File: src/rtl/pr_pkg.sv
// Shared constants and helpers for the PageRank read path.
// Provides beat/word widths and the words-per-beat calculation.
package pr_pkg;

    localparam int BEAT_W     = 512;
    localparam int INT_W      = 64;
    localparam int WORD_IDX_W = 8;

    // Number of WIDTH-bit words packed into one beat.
    function automatic int words_per_beat(int full_w, int w);
        return full_w / w;
    endfunction

endpackage

File: src/rtl/addr_parser.sv
// Combinational big-endian word selector: word 0 is the beat MSBs.
// Ports: valid (gate), idx (word index), data (beat), out (word or 0).
module addr_parser
    import pr_pkg::*;
#(
    parameter int FULL_WIDTH = BEAT_W,
    parameter int WIDTH      = INT_W,
    localparam int WORDS     = words_per_beat(FULL_WIDTH, WIDTH),
    localparam int IDX_W     = (WORDS > 1) ? $clog2(WORDS) : 1
) (
    input  logic                  valid,
    input  logic [IDX_W-1:0]      idx,
    input  logic [FULL_WIDTH-1:0] data,
    output logic [WIDTH-1:0]      out
);

    logic [WIDTH-1:0] w_words [WORDS];

    for (genvar g = 0; g < WORDS; g++) begin : g_word
        assign w_words[g] = data[FULL_WIDTH-1-g*WIDTH -: WIDTH];
    end

    assign out = valid ? w_words[idx] : '0;

endmodule

File: src/rtl/read_buffer.sv
// Beat-to-word unpacker: captures one beat, emits words [base, end).
// Ports: clk, rst, rready/rdata/base/bounds in; odata_req in; oready/odata out.
module read_buffer
    import pr_pkg::*;
#(
    parameter int FULL_WIDTH = BEAT_W,
    parameter int WIDTH      = INT_W
) (
    input  logic                  clk,
    input  logic                  rst,
    input  logic                  rready,
    input  logic [FULL_WIDTH-1:0] rdata,
    input  logic                  odata_req,
    input  logic [WORD_IDX_W-1:0] base,
    input  logic [WORD_IDX_W-1:0] bounds,
    output logic                  oready,
    output logic [WIDTH-1:0]      odata
);

    localparam int WORDS = words_per_beat(FULL_WIDTH, WIDTH);
    localparam int IDX_W = (WORDS > 1) ? $clog2(WORDS) : 1;
    localparam logic [WORD_IDX_W-1:0] WORDS_B = WORD_IDX_W'(WORDS);

    typedef enum logic {
        EMPTY = 1'b0,
        DRAIN = 1'b1
    } state_t;

    state_t                r_state, w_state_n;
    logic [FULL_WIDTH-1:0] r_data,  w_data_n;
    logic [WORD_IDX_W-1:0] r_idx,   w_idx_n;
    logic [WORD_IDX_W-1:0] r_end,   w_end_n;

    logic                  w_valid;
    logic                  w_xfer;
    logic                  w_last;
    logic [WORD_IDX_W-1:0] w_idx_inc;
    logic [WORD_IDX_W-1:0] w_end_clamp;
    logic                  w_range_ok;

    assign w_valid     = (r_state == DRAIN);
    assign w_xfer      = w_valid && odata_req;
    assign w_idx_inc   = r_idx + WORD_IDX_W'(1);
    assign w_last      = w_xfer && (w_idx_inc == r_end);
    assign w_end_clamp = (bounds > WORDS_B) ? WORDS_B : bounds;
    assign w_range_ok  = (base < w_end_clamp);

    always_ff @(posedge clk or posedge rst) begin
        if (rst) begin
            r_state <= EMPTY;
            r_data  <= '0;
            r_idx   <= '0;
            r_end   <= '0;
        end else begin
            r_state <= w_state_n;
            r_data  <= w_data_n;
            r_idx   <= w_idx_n;
            r_end   <= w_end_n;
        end
    end

    always_comb begin
        w_state_n = r_state;
        w_data_n  = r_data;
        w_idx_n   = r_idx;
        w_end_n   = r_end;
        unique case (r_state)
            EMPTY: begin
                if (rready) begin
                    w_data_n  = rdata;
                    w_idx_n   = base;
                    w_end_n   = w_end_clamp;
                    w_state_n = w_range_ok ? DRAIN : EMPTY;
                end
            end
            DRAIN: begin
                if (w_xfer) begin
                    w_idx_n = w_idx_inc;
                end
                // A beat is only taken on the final-word cycle; it loads
                // straight in so the next word follows with no bubble.
                if (w_last) begin
                    w_state_n = EMPTY;
                    if (rready) begin
                        w_data_n  = rdata;
                        w_idx_n   = base;
                        w_end_n   = w_end_clamp;
                        w_state_n = w_range_ok ? DRAIN : EMPTY;
                    end
                end
            end
            default: w_state_n = EMPTY;
        endcase
    end

    assign oready = w_valid;

    addr_parser #(
        .FULL_WIDTH (FULL_WIDTH),
        .WIDTH      (WIDTH)
    ) u_sel (
        .valid (w_valid),
        .idx   (r_idx[IDX_W-1:0]),
        .data  (r_data),
        .out   (odata)
    );

endmodule

File: config.mk
export PLATFORM = sky130hd
export DESIGN_NAME = read_buffer
export DESIGN_NICKNAME = d
export VERILOG_FILES = /design/src/rtl/pr_pkg.sv /design/src/rtl/addr_parser.sv /design/src/rtl/read_buffer.sv
export SDC_FILE = /design/constraint.sdc
export NUM_CORES = 1
export LEC_CHECK = 0
export ABC_AREA = 1
export BUFFER_PORTS_ARGS = -buffer_cell sky130_fd_sc_hd__buf_4
export CAP_MARGIN = 15
export CELL_PAD_IN_SITES_DETAIL_PLACEMENT = 1
export CELL_PAD_IN_SITES_GLOBAL_PLACEMENT = 1
export CORE_MARGIN = 2
export CORE_UTILIZATION = 39
export DETAILED_ROUTE_END_ITERATION = 16
export PLACE_DENSITY_LB_ADDON = 0.1
export SLEW_MARGIN = 20
export SYNTH_ARGS = -nofsm -noshare
export SYNTH_HDL_FRONTEND = slang
export SYNTH_SLANG_ARGS = --single-unit
File: constraint.sdc
create_clock -name clk -period 19.9 [get_ports clk]
set_clock_uncertainty 0.1 [all_clocks]
set_input_delay 0.995 -clock clk [delete_from_list [all_inputs] [get_ports clk]]
set_output_delay 0.995 -clock clk [all_outputs]
set_load 0.005 [all_outputs]
==> impl_metrics.toml <==
[pwr]
swShare_pct = 38.3
vdd.ir_drop.worst_uv = 76.5
power.net_switching_mw = 1.87
leakage_nw = 16.7
combinationalPowerShare_pct = 36.2
power.density_nw_per_um2 = 151
p_clk_share_pct = 24.4
power_mw = 4.89
seq_power_share_pct = 39.4
p_int_mw = 3.02

[min_path]
hp-class = "reg2reg"
min_path_cells = 2

[critical_path]
reg2reg_to = "r_data[465]"
worst-r2r-cell-count = 15
reg2reg_slack_ns = 12.53
crit_type = "reg2reg"
cp_max_fo = 131
timing.rr.start = "r_idx[0]"
startpoint_type = "register"
startpoint = "r_idx[0]"
endpoint = "r_data[465]"
arrival_ns = 7.83
endpoint_kind = "register"
required_ns = 20.35

[timing]
setup_violations = 0
drv_slew = 0
hold_viol_final = 0
timing.final.crit_share_pct = 37.0
relSlewSlack_pct = 26.4
fmax_ghz = 0.136
setup_tns_ns = 0
period_needed_ns = 7.37
rsz0062_at_grt = "no"
max_slew.worst_pin.slew_ns = 1.10
setup_ws_ns = 12.53

[route]
routed_wl_um = 101000
firstDrtPassIters = 5
wl_per_cell_um = 21.4
drc = 0
vias = 25618
drtIter0Drc = 2150
ant_nets = 0
vias_per_cell = 5.44

[run_status]
status = "complete, no violations"

[run]
cap_violations = 0

[die]
ios = 597
fp.dieW_um = 260
num_rows = 94
dieArea_sq_um = 67800
fp.dieH_um = 260
initial_utilization_pct = 39.2
core_sq_um = 65400

[clocking]
hold_buffers = 0
clock_path_buffers = 3
path_clk_slew_ns = 0.06
numCtsBuffers = 59
tritoncts = "built"
clockRootBuffer = "clkbuf_16"
cts_setup_buffers = 0
cts_resized = 0
insertion_delay_ns = 0.62
ctsHtreeMaxLevel = 2
cts_sinks = 529

[yosys]
ys_types = 27
post_synth.cell_area_avg_sq_um = 7.59
synth_seq_cells = 529
synth_warnings = 0
yosysSeqAreaShare_pct = 51.6
synthCells = 3377
synth_area_sq_um = 25600

[grt]
track_usage_pct = 29.1
overflow = 0
antenna_found_initial = 19
grt_pass1_vias = 26473
grt_max_degree = 202
grt_pass1_wl_um = 155000

[placed_design]
place_ws_ns = 12.32
numPortBuffers = 596
dpl.hpwl_um = 66500
routabilityCongestion = 0.898

[finish]
layout_commonest_cell = "nand2_1"
syn_to_final_growth_pct = 26.6
final_cell_mix = "1097 x nand2_1, 613 x buf_4, 540 x nand3_1"
layout-drive-gt1-share_pct = 19.1
finalNetCount = 4321
## cells by family (layout without fill, tap and decap cells)
logic type / after synthesis / in the layout / share of synthesized area [%]
compound gates: 473 / 473 / 9.89
fa+ha+maj: 8 / 8 / 0.390
flops: 529 / 529 / 51.6
simple gates: 2052 / 2052 / 32.8
buf+inv: 314 / 762 / 5.26
other cells: 1 / 23 / 0.0146
## through the flow
step	hold WS (ns)	utilization [%]	area (sq um)	cells
2_1_floorplan	0.337	-	25700	3380
3_3_place_gp	0.348	46.3	30300	4584
3_5_place_dp	0.353	46.3	30300	4584
4_1_cts	0.369	49.5	32400	4692
5_1_grt	0.383	49.6	32500	4711
6_report	0.365	49.6	32500	4711
## per-layer routing
layer	GRT usage [%]	up-vias	wire (um)
met5	0	-	0
met4	9.95	0	3250
met3	3.72	155	5430
met2	46.3	809	46600
met1	41.0	12758	45400
li1	-	11896	-
## cell usage after synthesis
cell type | n | area [sq um]
a21oi_1 | 14 | 70.1
buf_6 | 4 | 45.0
inv_1 | 31 | 116
nand2_1 | 1097 | 4120
dfrtp_1 | 529 | 13200
buf_4 | 1 | 7.51
clkbuf_1 | 159 | 597
nand2_2 | 2 | 12.5
o22ai_1 | 64 | 400
o31ai_1 | 1 | 7.51
conb_1 | 1 | 3.75
nor2_4 | 1 | 11.3
o21ai_0 | 327 | 1640
nor2_1 | 403 | 1510
buf_1 | 9 | 33.8
nand3b_1 | 5 | 37.5
a31oi_1 | 64 | 400
o211ai_1 | 1 | 7.51
buf_2 | 109 | 546
ha_1 | 8 | 100
and2_1 | 1 | 6.26
or2_2 | 1 | 6.26
a211oi_1 | 1 | 7.51
nand4_1 | 2 | 12.5
o21bai_1 | 1 | 7.51
nand3_1 | 540 | 2700
inv_2 | 1 | 3.75
## registers in the layout (all words and copies together), names as in the netlist
signal,flops
oready,1
r_data,512
r_end,8
r_idx,8
## power groups by stage
stage	Sequential [mW]	Combinational, mW	Clock, mW
after floorplan	1.82	1.08	0
after global placement	1.90	1.70	0
after detailed placement	1.93	1.76	0
after CTS	1.92	1.78	1.21
after global routing	1.99	2.00	1.26
final	1.93	1.77	1.19
## critical path, stage by stage, from the launching register on
cell and delay [ns]:
dfrtp_4 0.70, buf_4 0.78, buf_4 0.84, buf_4 0.82, nand3_1 0.15, nand2_1 0.12, nand3b_1 0.08, nand3_1 0.09
nor2_1 0.06, nand3_1 0.18, nand2_8 0.48, nand2_8 0.77, buf_4 0.81, buf_6 0.69, nand2_1 0.14, nand2_1 0.12
## layout make-up
cell class,count,area [sq um]
fillers,8073,32900
flip-flops and latches,529,13200
multi-input cells,2537,11100
repair buffers,622,4730
clock buffers,93,1830
well taps,864,1080
clock inverters,15,279
inverters,32,140
diodes,19,47.5
## how the worst min path moves through the flow
stage,endpoint,startpoint
global placement,r_data[421],r_data[421]
global route,r_data[388],r_data[388]
floorplan,r_data[100],r_data[100]
CTS,r_data[294],r_data[294]
finish,r_data[172],r_data[172]
detailed placement,r_data[294],r_data[294]
Power figures use the tool's default switching activity.
